==> config.mk <==
export PLATFORM = sky130hd
export DESIGN_NAME = lm07_spi_responder
export DESIGN_NICKNAME = d
export VERILOG_FILES = /design/src/rtl/lm07_spi_responder.sv
export SDC_FILE = /design/constraint.sdc
export NUM_CORES = 1
export LEC_CHECK = 0
export ABC_AREA = 1
export CAP_MARGIN = 20
export CORE_MARGIN = 3
export CORE_UTILIZATION = 32
export DETAILED_ROUTE_END_ITERATION = 7
export DONT_BUFFER_PORTS = 1
export SLEW_MARGIN = 30
export SYNTH_ARGS = -nofsm -noshare
export SYNTH_HDL_FRONTEND = slang
export SYNTH_SLANG_ARGS = --single-unit
export TNS_END_PERCENT = 20
==> constraint.sdc <==
create_clock -name clk -period 2.92 [get_ports clk]
set_input_delay 0.438 -clock clk [delete_from_list [all_inputs] [get_ports clk]]
set_output_delay 0.438 -clock clk [all_outputs]
set_load 0.005 [all_outputs]
==> src/rtl/lm07_spi_responder.sv <==
// lm07_spi_responder: LM07-compatible SPI temperature responder, oversampled cs_n/sck, 16-bit word MSB-first on sio.
module lm07_spi_responder #(
  parameter int WORD_W = 16,
  parameter int SYNC_STAGES = 2
) (
  input  logic              clk,
  input  logic              rst_n,
  input  logic              cs_n,
  input  logic              sck,
  output logic              sio,
  output logic              sio_oe,
  input  logic [WORD_W-1:0] temp_word,
  input  logic              temp_valid,
  output logic              temp_ready,
  output logic              busy,
  output logic              frame_done,
  output logic              frame_abort
);
  localparam int CW = $clog2(WORD_W) + 1;
  localparam logic [1:0] IDLE = 2'd0, ARMED = 2'd1, SHIFT = 2'd2, DONE = 2'd3;
  localparam logic [CW-1:0] LAST = CW'(WORD_W - 1);
  logic [1:0] state;
  logic [SYNC_STAGES-1:0] cs_sync, sck_sync, fill;
  logic cs_p, sck_p, cs_ok;
  logic [WORD_W-1:0] shift_reg, word_reg, pending;
  logic pending_valid;
  logic [CW-1:0] bit_cnt;
  logic cs_s, sck_s, cs_fall, cs_rise, sck_fall, accept;
  assign cs_s = cs_sync[SYNC_STAGES-1];
  assign sck_s = sck_sync[SYNC_STAGES-1];
  // a cs_n that is already low when reset releases must not look like a fresh fall
  assign cs_fall = cs_ok & cs_p & ~cs_s;
  assign cs_rise = ~cs_p & cs_s;
  assign sck_fall = sck_p & ~sck_s;
  assign accept = temp_valid & ~pending_valid;
  assign temp_ready = ~pending_valid;
  assign busy = state != IDLE;
  always_ff @(posedge clk) begin
    if (!rst_n) begin
      cs_sync <= '1;
      sck_sync <= '0;
      fill <= '0;
      cs_p <= 1'b1;
      sck_p <= 1'b0;
      cs_ok <= 1'b0;
      state <= IDLE;
      shift_reg <= '0;
      word_reg <= '0;
      pending <= '0;
      pending_valid <= 1'b0;
      bit_cnt <= '0;
      sio <= 1'b0;
      sio_oe <= 1'b0;
      frame_done <= 1'b0;
      frame_abort <= 1'b0;
    end else begin
      cs_sync <= {cs_sync[SYNC_STAGES-2:0], cs_n};
      sck_sync <= {sck_sync[SYNC_STAGES-2:0], sck};
      fill <= {fill[SYNC_STAGES-2:0], 1'b1};
      cs_p <= cs_s;
      sck_p <= sck_s;
      cs_ok <= cs_ok | (fill[SYNC_STAGES-1] & cs_s);
      frame_done <= 1'b0;
      frame_abort <= 1'b0;
      if (state == IDLE) begin
        if (accept) word_reg <= temp_word;
        if (cs_fall) begin
          shift_reg <= accept ? temp_word : word_reg;
          sio <= accept ? temp_word[WORD_W-1] : word_reg[WORD_W-1];
          bit_cnt <= '0;
          sio_oe <= 1'b1;
          state <= ARMED;
        end
      end else if (cs_rise) begin
        state <= IDLE;
        sio <= 1'b0;
        sio_oe <= 1'b0;
        frame_abort <= state != DONE;
        pending_valid <= 1'b0;
        if (pending_valid) word_reg <= pending;
        else if (accept) word_reg <= temp_word;
      end else begin
        if (accept) begin
          pending <= temp_word;
          pending_valid <= 1'b1;
        end
        if (sck_fall && state != DONE) begin
          shift_reg <= shift_reg << 1;
          bit_cnt <= bit_cnt + 1'b1;
          sio <= bit_cnt == LAST ? 1'b0 : shift_reg[WORD_W-2];
          state <= bit_cnt == LAST ? DONE : SHIFT;
          frame_done <= bit_cnt == LAST;
        end
      end
    end
  end
endmodule

==> impl_metrics.yaml, run 1 <==
grt:
  grt_max_degree: 38
  grt_pass1_wl_mm: 13.4
  grt.total_usage_pct: 15.1
  grt_pass1_vias: 2703
  grt-ovfl-total: 0
  antenna_found_initial: 0
power:
  power_w: 0.00240
  clkPwrFrac_pct: 40.2
  seq_power_share_pct: 43.4
  p_comb_share_pct: 16.4
  p_sw_share_pct: 28.6
  p_int_w: 0.00171
  power.density_nw_per_um2: 690
  p_switching_w: 0.000686
  leakage_nw: 1.49
  ir_drop_v: 0.000257
floorplan:
  coreArea_um2: 9460
  die_w_um: 106
  die_y_um: 106
  dieArea_um2: 11200
  rows: 35
  start_util_pct: 33.7
  ioPinCount: 27
clock_network:
  cts_tree: "yes"
  cts_resized: 0
  cts_setup_buffers: 0
  cts_root_buf: "clkbuf_8"
  clock_sinks: 68
  hold_buffers: 0
  clock_latency_ps: 350
  cts.path.max_buffers: 2
  path_clk_slew_ps: 80
  numCtsBuffers: 9
  cts_htree_levels: 3
sta:
  period_minus_slack_ps: 1880
  maxSlewViolCount: 0
  rsz0062_at_grt: "no"
  fmax_ghz: 0.531
  slew_headroom_pct: 42.9
  tightest_slew_ps: 856
  fin_ws_ps: 1040
  fin_skew_ps: 13.7
  tns_ps: 0
  period_share_pct: 64.4
  final-setup-viol-count: 0
  hold_viol_final: 0
placement:
  hpwl_mm: 5.34
  gp_congestion: 0.776
  place_worst_setup_slack_ps: 1050
  numPortBuffers: 0
  dp.cells: 566
worst_setup_path:
  cp-start-kind: "flip-flop"
  crit_type: "reg -> reg"
  required_ps: 3200
  crit_fanout: 35
  worstSetupEndpointType: "flip-flop"
  critPathSlowestCell: "dfxtp_1"
  r2r_end: "shift_reg[14]$_SDFFE_PN0P_"
  worstPathArrival_ps: 2170
  slowest_delay_ps: 400
  crit_start: "state[0]$_SDFFE_PN0P_"
  reg2reg_slack_ps: 1040
  crit_chain: "inv_2, nand2_8, nand2_4, inv_6, nand2_2, nand2_8, nand2_1, a21oi_1"
  ff2ff_path_depth: 8
  cp_common_cell: "nand2_8"
  rr_startpoint: "state[0]$_SDFFE_PN0P_"
finish:
  area_delta_synth_final_pct: 9.24
  seq_area_um2: 1360
  nNetsFinal: 471
  layout.cells.non_filler: 582
  multi_input_area_um2: 1480
  diodes: 0
  layout-drive-gt1-share_pct: 7.95
  fillerInstances: 1046
  final_util_pct: 36.8
synthesis:
  synthDistinctLibCells: 26
  yosysWarnings: 0
  synth.top_cells.by_count: "126 x nand2_1, 69 x nand3_1, 68 x dfxtp_1"
  ys_dominant_reg_cell: "dfxtp_1"
  synth_seq_cells: 68
  synth_top_area_share_pct: 42.8
  synth_top_area_cell: "dfxtp_1"
  synth_cells: 459
  synth_seq_area_share_pct: 42.8
  syn_avg_cell_area_um2: 6.93
  synth-async-reset-ratio_pct: 0
  syn_nets: 482
  synth-edff-count: 0
  syn-cell-area_um2: 3180
  yosysMostFrequentCell: "nand2_1"
  synth.area.top_cells: "dfxtp_1 43%, nand2_1 15%, nand3_1 11%, inv_1 5.9%, a21oi_1 5.3%"
routing:
  detail_route.vias_per_cell: 4.86
  avgRoutedWirePerCell_um: 13.7
  wl_mm: 7.96
  antenna_left: 0
  post-route-drc-count: 0
  first_pass_iters: 4
  vias: 2830
  drt_iter0_drc: 169
worst_hold_path:
  worstHoldStart: "rst_n"
  holdPathStages: 0
  min_to: "fill[0]$_DFF_P_"
  hp-class: "in -> reg"
flow_run:
  cap_violations: 0
status:
  status: "finished, final reports clean"
-- cell usage in the layout (no fill, tap or decap), drive strengths merged --
cell type / netlist / layout
a21oi: 34 / 34
bufinv: 0 / 3
buf: 14 / 1
nand2: 133 / 133
dfxtp: 68 / 68
a31oi: 15 / 15
clkinv: 0 / 2
or2: 2 / 2
ha: 2 / 2
nand3: 69 / 69
nor3: 1 / 1
inv: 56 / 56
nand3b: 4 / 4
a211oi: 1 / 1
clkinvlp: 0 / 1
nand4: 1 / 1
nor2: 28 / 28
clkbuf: 9 / 10
o21ai: 22 / 22
-- critical path, delay by kind of cell (launching register included) --
family,cells,cell delay (ps)
compound gates,1,110
simple gates,5,950
flops,1,400
buf+inv,2,330
-- metrics by stage --
| step | cell area, µm² | hold WS [ps] |
|---|---|---|
| after floorplan | 3180 | 390 |
| after CTS | 3480 | 92.8 |
| after detailed placement | 3230 | 398 |
| after global routing | 3480 | 84.8 |
| final | 3480 | 109 |
| after global placement | 3230 | 394 |
-- layer usage --
layer	track usage [%]	share of wire, %
met5	0	0
met4	7.59	2.2
met3	3.31	5.3
met2	24.7	48
met1	18.7	45
-- worst max-delay path by stage --
stage / end / slack [ps] / cells past startpoint
2_1_floorplan: shift_reg[12]$_SDFFE_PN0P_ / 1550 / 9
3_3_place_gp: bit_cnt[2]$_SDFFE_PN0P_ / 1110 / 7
3_5_place_dp: bit_cnt[3]$_SDFFE_PN0P_ / 1050 / 8
4_1_cts: shift_reg[14]$_SDFFE_PN0P_ / 1030 / 8
5_1_grt: shift_reg[8]$_SDFFE_PN0P_ / 820 / 8
6_report: shift_reg[14]$_SDFFE_PN0P_ / 1040 / 8
-- power by group through the flow --
stage	logic (W)	registers, W	clock network, W
after detailed placement	0.000396	0.00106	0
final	0.000393	0.00104	0.000964
after CTS	0.000397	0.00104	0.000984
after floorplan	0.000328	0.00105	0
after global placement	0.000388	0.00106	0
after global routing	0.000453	0.00105	0.00102
-- cell type report --
cell class	instances	share of cell area, %
multi-input combinational	312	42.6
sequential	68	39.2
inverter	56	6.26
tap	129	4.64
clock buffer	10	3.96
clock inverter	6	3.20
timing repair buffer	1	0.216
-- kinds of logic (layout without fill, tap and decap cells) --
kind of cell             Yosys count  count (layout)  share of synthesized area [%]
AO/OA/AOI/OAI                     72              72                           12.0
adder cells (fa/ha/maj)            2               2                          0.786
buffers and inverters             79              73                           10.7
flip-flops                        68              68                           42.8
AND/OR/NAND/NOR                  238             238                           33.7
(Power assumes the default switching activity.)
==> inputs of run 2 (changes only) <==
- ABC_AREA: 1 -> 0
- clock period: 2.92 -> 1.8 ns (I/O delays scaled with it)
==> run 2 against run 1 <==
Compared with the run above: core utilization is 0.51 points higher; die area is 9.6% lower; register-to-register slack worse by 940 ps; fmax is 11% higher; synthesized cell count is 30% lower; via count is 22% lower; largest power group unchanged; highest routed layer unchanged.
==> impl_metrics.yaml, run 2 <==
finish:
  fillerInstances: 878
  final_cell_mix: "68 x dfxtp_1, 37 x a21oi_1, 36 x nor2_1"
  design_area_um2: 3150
  multi_input_area_um2: 1350
  diodes: 0
  area_delta_synth_final_pct: 10.3
  layout-drive-gt1-share_pct: 11.3
  layout_commonest_cell: "dfxtp_1"
  seq_area_um2: 1360
  nNetsFinal: 345
synthesis:
  synth_top_area_share_pct: 47.6
  synth_cells: 321
  syn_avg_cell_area_um2: 8.91
  synth_seq_cells: 68
  synth-edff-count: 0
  syn-cell-area_um2: 2860
  synth-async-reset-ratio_pct: 0
  ys_dominant_reg_cell: "dfxtp_1"
  synth.area.top_cells: "dfxtp_1 48%, a21oi_1 6.5%, mux2i_1 5.6%, a211oi_1 4.7%, nor2_1 4.7%"
  synth_top_area_cell: "dfxtp_1"
  synthDistinctLibCells: 40
  syn_nets: 344
  synth.top_cells.by_count: "68 x dfxtp_1, 37 x a21oi_1, 36 x nor2_1"
  yosysMostFrequentCell: "dfxtp_1"
  yosysWarnings: 0
  synth_seq_area_share_pct: 47.6
sta:
  tns_ps: 0
  slew_headroom_pct: 77.3
  final-setup-viol-count: 0
  hold_viol_final: 0
  fin_ws_ps: 103
  tightest_slew_ps: 341
  maxSlewViolCount: 0
  fin_skew_ps: 7.94
  fmax_ghz: 0.589
  period_minus_slack_ps: 1700
  period_share_pct: 94.3
  rsz0062_at_grt: "no"
placement:
  gp_congestion: 0.747
  place_worst_setup_slack_ps: 137
  dpl_cell_area_um2: 2980
  numPortBuffers: 0
  hpwl_mm: 4.16
routing:
  avgRoutedWirePerCell_um: 14.6
  post-route-drc-count: 0
  first_pass_iters: 4
  vias: 2214
  detail_route.vias_per_cell: 5.13
  drt_iter0_drc: 144
  wl_mm: 6.32
  antenna_left: 0
floorplan:
  rows: 33
  coreArea_um2: 8460
  dieArea_um2: 10100
  die_y_um: 101
  ioPinCount: 27
  die_w_um: 101
  start_util_pct: 33.8
power:
  power_w: 0.00285
  leakage_nw: 1.37
  ir_drop_v: 0.000413
  power.density_nw_per_um2: 903
clock_network:
  cts_htree_levels: 3
  cts_setup_buffers: 0
  clock_latency_ps: 340
  clock_sinks: 68
  path_clk_slew_ps: 70
  cts_tree: "yes"
  cts.path.max_buffers: 2
  cts_root_buf: "clkbuf_8"
  numCtsBuffers: 9
  cts_resized: 0
grt:
  grt_pass1_vias: 2179
  grt.total_usage_pct: 13.9
  antenna_found_initial: 0
  grt_max_degree: 35
  grt-ovfl-total: 0
  grt_pass1_wl_mm: 10.9
worst_setup_path:
  required_ps: 2040
  crit_fanout: 7
  crit_type: "reg -> reg"
  cp-start-kind: "flip-flop"
  worstSetupEndpointType: "flip-flop"
  worstPathArrival_ps: 1930
  ff2ff_path_depth: 5
status:
  status: "finished, final reports clean"
worst_hold_path:
  hp-class: "in -> reg"
  holdPathStages: 1
flow_run:
  cap_violations: 0
[run 2: cell types whose count changed in the layout (fill, tap and decap cells not counted), sizes merged, moves of 12 or more]
| cell | change |
|---|---|
| nand2 | -98 |
| inv | -51 |
| o21ai | -16 |
| mux2i | +16 |
| a31oi | -14 |
| nand3 | -65 |
| a21o | +15 |
| buf | +12 |
| a22o | +14 |
| a211oi | +17 |
[run 2: final timing paths]
| check | from | to | slack [ps] |
|---|---|---|---|
| min | cs_n | cs_sync[0]$_SDFF_PN1_ | 30 |
| max reg2reg | state[1]$_SDFFE_PN0P_ | bit_cnt[0]$_SDFFE_PN0P_ | 100 |
| max | state[1]$_SDFFE_PN0P_ | bit_cnt[0]$_SDFFE_PN0P_ | 100 |
| min reg2reg | cs_sync[0]$_SDFF_PN1_ | cs_sync[1]$_SDFF_PN1_ | 410 |
[run 2: area by class of cell]
type | count | area share, %
clock buffers | 10 | 4.05
flip-flops and latches | 68 | 43.2
well taps | 105 | 4.17
clock inverters | 6 | 1.31
repair buffers | 14 | 3.81
inverters | 6 | 0.714
multi-input cells | 223 | 42.8
[run 2: timing repair]
| action | 4_1_cts | 5_1_grt |
|---|---|---|
| hold endpoints to repair | 4 | 0 |
| hold buffers | 1 | 0 |
| setup endpoints to repair | 0 | 0 |
[run 2: power breakdown]
group | internal (W) | switching (W)
registers | 0.00155 | 0.0000205
clock network | 0.000497 | 0.000601
logic | 0.0000845 | 0.000100
total | 0.00213 | 0.000721
[run 2: layer usage]
layer,global-route usage [%],share of wire (%),vias up
met5,0,0,-
met2,20.6,45,45
li1,-,-,1121
met3,4.29,7.0,8
met1,18.5,46,1040
met4,5.91,1.7,0
[run 2: logic make-up after synthesis]
group	count (synthesis)	synth area share (%)
DFF	68	47.6
adders and majority gates	2	0.875
AOI/OAI and AO/OA	98	22.6
xor gates and xnor gates	2	0.613
and+or+nand+nor	104	17.0
buffers and inverters	30	5.30
muxes	17	6.00
[run 2: per-stage QoR]
| stage | std cells | hold WS [ps] | util (%) |
|---|---|---|---|
| floorplan | 321 | 298 | - |
| global placement | 415 | 300 | 35.2 |
| detailed placement | 415 | 299 | 35.2 |
| CTS | 432 | 11.2 | 37.3 |
| global route | 432 | 6.87 | 37.3 |
| finish | 432 | 29.3 | 37.3 |
[run 2: critical path, stage by stage (launching register included)]
cell     delay (ps)
dfxtp_1         510
xor2_1          270
nand3_1         250
buf_4           230
and3_1          160
o21a_1          180
